<file path="config.mk">
export PLATFORM = sky130hd
export DESIGN_NAME = cpu_run_ctrl
export DESIGN_NICKNAME = d
export VERILOG_FILES = /design/src/rtl/cpu_run_pkg.sv /design/src/rtl/cpu_bp_match.sv /design/src/rtl/cpu_run_ctrl.sv
export SDC_FILE = /design/constraint.sdc
export NUM_CORES = 1
export LEC_CHECK = 0
export ABC_AREA = 1
export CORE_MARGIN = 8
export CORE_UTILIZATION = 48
export CTS_CLUSTER_DIAMETER = 50
export DETAILED_ROUTE_END_ITERATION = 6
export GPL_TIMING_DRIVEN = 0
export PLACE_DENSITY = 0.95
export SLEW_MARGIN = 15
export SYNTH_ARGS = -nofsm -noshare
export SYNTH_HDL_FRONTEND = slang
export SYNTH_SLANG_ARGS = --single-unit
</file>
<file path="constraint.sdc">
create_clock -name clk -period 5.1 [get_ports clk]
set_input_delay 1.275 -clock clk [delete_from_list [all_inputs] [get_ports clk]]
set_output_delay 1.275 -clock clk [all_outputs]
set_load 0.03 [all_outputs]
</file>
<file path="src/rtl/cpu_run_pkg.sv">
// Shared definitions for the CPU run-control block: FSM state encoding, stop-reason codes,
// default halt opcode and a helper for index widths.
package cpu_run_pkg;

    typedef enum logic [1:0] {
        ST_IDLE   = 2'd0,
        ST_RUN    = 2'd1,
        ST_STEP   = 2'd2,
        ST_HALTED = 2'd3
    } run_state_t;

    typedef enum logic [2:0] {
        RSN_NONE       = 3'd0,
        RSN_HALT_INSTR = 3'd1,
        RSN_BREAKPOINT = 3'd2,
        RSN_TIMEOUT    = 3'd3,
        RSN_USER       = 3'd4
    } halt_reason_t;

    localparam logic [5:0] HALT_OP_DEFAULT = 6'b111111;

    // A single slot still needs a 1-bit index port.
    function automatic int unsigned idx_w(input int unsigned n);
        return (n > 1) ? $clog2(n) : 1;
    endfunction

endpackage

</file>
<file path="src/rtl/cpu_bp_match.sv">
// Breakpoint slot registers with a parallel PC comparator; hit is combinational on cpu_pc.
// Stored bit0 is the slot-valid flag, so PCs are matched on bits [PC_W-1:1].
module cpu_bp_match
    import cpu_run_pkg::*;
#(
    parameter  int unsigned PC_W     = 32,
    parameter  int unsigned NUM_BP   = 2,
    localparam int unsigned BP_IDX_W = idx_w(NUM_BP)
) (
    input  logic                clk,
    input  logic                rst_n,
    input  logic                i_bp_we,
    input  logic [BP_IDX_W-1:0] i_bp_idx,
    input  logic [PC_W-1:0]     i_bp_addr,
    input  logic [PC_W-1:0]     i_cpu_pc,
    output logic                o_hit
);

    logic [PC_W-1:0] r_slot [NUM_BP];
    logic            w_unused_lsb;

    assign w_unused_lsb = i_bp_addr[0] ^ i_cpu_pc[0];

    always_ff @(posedge clk or negedge rst_n) begin
        if (!rst_n) begin
            for (int i = 0; i < NUM_BP; i++) begin
                r_slot[i] <= '0;
            end
        end else if (i_bp_we) begin
            r_slot[i_bp_idx] <= {i_bp_addr[PC_W-1:1], 1'b1};
        end
    end

    always_comb begin
        o_hit = 1'b0;
        for (int i = 0; i < NUM_BP; i++) begin
            if (r_slot[i][0] && (r_slot[i][PC_W-1:1] == i_cpu_pc[PC_W-1:1])) begin
                o_hit = 1'b1;
            end
        end
    end

endmodule

</file>
<file path="src/rtl/cpu_run_ctrl.sv">
// Run-control FSM and executed-cycle counter gating a single-cycle CPU via cpu_en.
// Breakpoint comparators are built only when RUN_CTRL_BP_EN is defined.
module cpu_run_ctrl
    import cpu_run_pkg::*;
#(
    parameter  int unsigned CYCLE_W    = 32,
    parameter  int unsigned MAX_CYCLES = 5000,
    parameter  int unsigned PC_W       = 32,
    parameter  logic [5:0]  HALT_OP    = HALT_OP_DEFAULT,
    parameter  int unsigned NUM_BP     = 2,
    localparam int unsigned BP_IDX_W   = idx_w(NUM_BP)
) (
    input  logic                clk,
    input  logic                rst_n,
    input  logic                start,
    input  logic                step,
    input  logic                stop_req,
    input  logic [PC_W-1:0]     cpu_pc,
    input  logic [5:0]          cpu_opcode,
    input  logic                bp_we,
    input  logic [BP_IDX_W-1:0] bp_idx,
    input  logic [PC_W-1:0]     bp_addr,
    output logic                cpu_en,
    output logic                running,
    output logic                done,
    output logic [2:0]          halt_reason,
    output logic [CYCLE_W-1:0]  cycle_count
);

    localparam logic [CYCLE_W-1:0] MAX_C = CYCLE_W'(MAX_CYCLES);

    run_state_t         r_state;
    halt_reason_t       r_reason;
    logic [CYCLE_W-1:0] r_count;
    logic               r_first;

    logic               w_bp_hit;
    logic               w_bp_eff;
    logic               w_halt;
    logic               w_timeout;
    logic [CYCLE_W-1:0] w_cnt_inc;
    logic [CYCLE_W-1:0] w_cnt_sat;

`ifdef RUN_CTRL_BP_EN
    cpu_bp_match #(
        .PC_W   (PC_W),
        .NUM_BP (NUM_BP)
    ) u_bp_match (
        .clk       (clk),
        .rst_n     (rst_n),
        .i_bp_we   (bp_we),
        .i_bp_idx  (bp_idx),
        .i_bp_addr (bp_addr),
        .i_cpu_pc  (cpu_pc),
        .o_hit     (w_bp_hit)
    );
`else
    logic w_unused_bp;
    assign w_unused_bp = ^{bp_we, bp_idx, bp_addr, cpu_pc};
    assign w_bp_hit    = 1'b0;
`endif

    // The first cycle after entering RUN/STEP ignores breakpoints so a resume can step past one.
    assign w_bp_eff  = w_bp_hit && !r_first;
    assign w_halt    = (cpu_opcode == HALT_OP);
    assign w_cnt_inc = r_count + CYCLE_W'(1);
    assign w_cnt_sat = (&r_count) ? r_count : w_cnt_inc;
    assign w_timeout = (MAX_CYCLES != 0) && (w_cnt_sat == MAX_C);

    // A halt instruction outranks a breakpoint, so it still executes on a matching PC.
    assign cpu_en      = ((r_state == ST_RUN) && !(w_bp_eff && !w_halt)) || (r_state == ST_STEP);
    assign running     = (r_state == ST_RUN) || (r_state == ST_STEP);
    assign done        = (r_state == ST_HALTED);
    assign halt_reason = r_reason;
    assign cycle_count = r_count;

    always_ff @(posedge clk or negedge rst_n) begin
        if (!rst_n) begin
            r_state  <= ST_IDLE;
            r_reason <= RSN_NONE;
            r_count  <= '0;
            r_first  <= 1'b0;
        end else begin
            r_first <= 1'b0;
            case (r_state)
                ST_IDLE: begin
                    if (start) begin
                        r_state  <= ST_RUN;
                        r_count  <= '0;
                        r_reason <= RSN_NONE;
                        r_first  <= 1'b1;
                    end else if (step) begin
                        r_state <= ST_STEP;
                        r_first <= 1'b1;
                    end
                end
                ST_STEP: begin
                    r_count <= w_cnt_sat;
                    if (w_halt) begin
                        r_state  <= ST_HALTED;
                        r_reason <= RSN_HALT_INSTR;
                    end else begin
                        r_state <= ST_IDLE;
                    end
                end
                ST_RUN: begin
                    if (start) begin
                        r_count  <= '0;
                        r_reason <= RSN_NONE;
                        r_first  <= 1'b1;
                    end else if (w_halt) begin
                        r_count  <= w_cnt_sat;
                        r_state  <= ST_HALTED;
                        r_reason <= RSN_HALT_INSTR;
                    end else if (w_bp_eff) begin
                        r_state  <= ST_HALTED;
                        r_reason <= RSN_BREAKPOINT;
                    end else begin
                        r_count <= w_cnt_sat;
                        if (w_timeout) begin
                            r_state  <= ST_HALTED;
                            r_reason <= RSN_TIMEOUT;
                        end else if (stop_req) begin
                            r_state  <= ST_HALTED;
                            r_reason <= RSN_USER;
                        end
                    end
                end
                ST_HALTED: begin
                    if (start) begin
                        r_state  <= ST_RUN;
                        r_count  <= '0;
                        r_reason <= RSN_NONE;
                        r_first  <= 1'b1;
                    end
                end
                default: r_state <= ST_IDLE;
            endcase
        end
    end

endmodule

</file>
==> results.md <==
* Fin. Hold Viols at 0
* Fmax at about 310 MHz
* DR pass1 iterations at 7
* Min-Delay Path Class: reg -> reg
* Synth Cell Area at 3020 sq um
* Cell Pwr Density at 291 nW/um^2
* Crit path max fanout at 5
* Syn nets at ~570
* Avg WL per Cell at around 16 um
* Initial antenna violation count at 0
* Vias after detailed routing at between 3000 and 4000
* Fin. max-slew vios at 0
* Logic pwr share at between 40% and 50%
* Drt total wl at 10000 um
* DRT iter0 DRCs at between 200 and 300
* Crit-path cells: inv_1 > ha_1 > buf_4 > clkdlybuf4s50_1
* Synth top area cells: dfrtp_1, nand2_1, nor2_1
* CP max stage delay at roughly 660 ps
* Ys Warns at 0
* Leak at approximately 1.6 nW
* Critical Path Sink Type: output pin
* Pre-CTS setup slack at 1780 ps
* Clock Skews at approximately 3.3 ps
* Detail Route Antenna Nets at 0
* Required @ worst endpoint at 3830 ps
* Tmin final at 3250 ps
* Worst-Margin Slew at 596 ps
* CP Launch Type: flop
* # fillers at 596
* Fin util at 60.0%
* R2R Setup Slk at 2250 ps
* Final WS setup at 1850 ps
* Layout area overhead at 23.2%
* Crit path DAT at 1980 ps
* #FFs+latches synth at 37
* Worst Hold Launch: halt_reason[2]$_DFFE_PN0P_
* Critical R2R Launch: cycle_count[0]$_DFFE_PN0P_
* Sequential area share after synthesis at a little under a third
* Overflow left after global routing at 0
* Fraction of layout cells with a size suffix above 1 at between 6 and 7%
* Std cell rows at 29
* Diodes inserted at 0
* Cts bufs inserted at 5
* Clock buffer depth at 2
* Failing checks: design-rule violations
* Yosys top cell area share at between 30% and 40%
* Max IR drop VDD at slightly above 0.0004 V
* HPWL Detailed at 8010 um
* Synth cell types at 28
* Critical path buffers and inverters at 3
* CP Class: reg -> out
* Vias in the first global route at 3502
* Starting Density at 48.7%
* Switch Pwr at 0.476 mW
* Post-synth top area cell: dfrtp_1
* Post CTS Setup Buffer Count at 0
* Internal at 0.608 mW
* Finish-stage setup viols at 0
* Gr usage total at 23.4%
* Buffers on Ports at 48
* H-tree depth at 2
* Hold_buf cts at 0
* Root buf cell: clkbuf_8
* Clock-pin transition on the worst setup and hold timing paths at 80 ps
* Sw Share at 43.9%
* Slew HR at 60.3%
* Clk_lat worst skew at roughly 300 ps
* Post-layout nets at 630
* Die Height at 95.3 um
* Slowest cell on crit path: clkdlybuf4s50_1
* DRC at 3
* Number of vias per cell at 5.51
* Status: finished with violations
* First-pass GRT wire length at ~17000 um
* Most frequent cells in the layout: nand2_1, nor2_1, inv_1, clkdlybuf4s50_1, nand3_1
* Setup crit start: r_state[1]$_DFFE_PN0P_
* I/O pins at 115
* Most common cell after layout, fill and taps aside: nand2_1
* Die area at between 9000 and 10000 sq um
* TNS Setup at 0 ps
* Unrepaired setup endpoints after global routing: false
* Largest net degree at the start of global routing at 22
* Mapped Cells at 491
* Clk pwr share at 22.3%
* Post-CTS sizing at 0
* Max_cap viols at 0
* Die Width at 95.3 um
* Syn_area_per_cell at roughly 6.1 sq um
* Placer Congestion at roughly 1
* CTS tree: done
* Core ar. at 6200 sq um
* Top Family by Delay on Critical Path: buffers and inverters
* Fin crit share at 63.7%
* CTS Sinks at 37
* Flop pwr share at about a third
cell families (layout without fill, tap and decap cells):
logic type               after synthesis  in the layout  share of synthesized area, %
AO/OA/AOI/OAI                         41             41                          8.08
XOR/XNOR                               6              6                          1.74
adder cells (fa/ha/maj)                6              6                          2.49
buffers and inverters                 85            142                          11.3
flip-flops                            37             37                          30.7
AND/OR/NAND/NOR                      316            316                          45.8
cell type report:
type	instances	area, sq um	area share [%]
sequential	37	926	24.9
clock inverter	1	5.00	0.135
tap	77	96.3	2.59
buffer	11	62.6	1.68
clock buffer	7	96.3	2.59
inverter	74	278	7.47
timing repair buffer	49	503	13.5
multi-input combinational	369	1750	47.1
stage by stage:
step / power, mW / instances / instance area [sq um] / hold slack (ps)
2_1_floorplan: 0.673 / 491 / 3020 / 495
3_3_place_gp: 0.824 / 616 / 3600 / 459
3_5_place_dp: 0.843 / 617 / 3620 / 457
4_1_cts: 1.09 / 625 / 3720 / 477
5_1_grt: 1.14 / 625 / 3720 / 498
6_report: 1.08 / 625 / 3720 / 476
state kept, by name (all words and copies together), names as in the netlist:
register and count:
halt_reason 3, cycle_count 32, r_state 2
power groups by stage:
stage / Sequential [mW] / Combinational, mW / Clock, mW
finish: 0.346 / 0.497 / 0.241
global route: 0.350 / 0.541 / 0.251
CTS: 0.345 / 0.497 / 0.246
detailed placement: 0.351 / 0.492 / 0
global placement: 0.349 / 0.476 / 0
floorplan: 0.372 / 0.301 / 0
synthesized netlist by cell type (all sizes together):
cell type / instances
xor2: 5
buf: 5
xnor2: 1
ha: 6
nor3: 7
o21ai: 9
nor2: 87
a21oi: 2
inv: 74
o22ai: 29
nand3b: 2
dfrtp: 37
nand3: 51
nand4: 8
nand2: 161
o21a: 1
clkbuf: 6
worst min-delay path: stages (launching register included):
cell	delay (ps)
dfrtp_1	350
nand2_1	50
nand2_1	50
path summary, 6_finish.rpt:
check,to,cells after the start
worst min-delay path,halt_reason[2]$_DFFE_PN0P_,2
worst max register to register,halt_reason[0]$_DFFE_PN0P_,17
min in group asynchronous,cycle_count[31]$_DFFE_PN0P_,1
worst min register to register,halt_reason[2]$_DFFE_PN0P_,2
worst max-delay path,running,4
max in group asynchronous,cycle_count[13]$_DFFE_PN0P_,2
layer usage:
metal  vias up  GRT usage, %  part of all wire [%]
li1       1674             -                     -
met5         -             0                     0
met4         0          11.2                   3.7
met1      1580          28.2                    42
met3        33          4.57                   7.2
met2       155          39.1                    47
No activity file was read; power rests on OpenSTA's default activity.
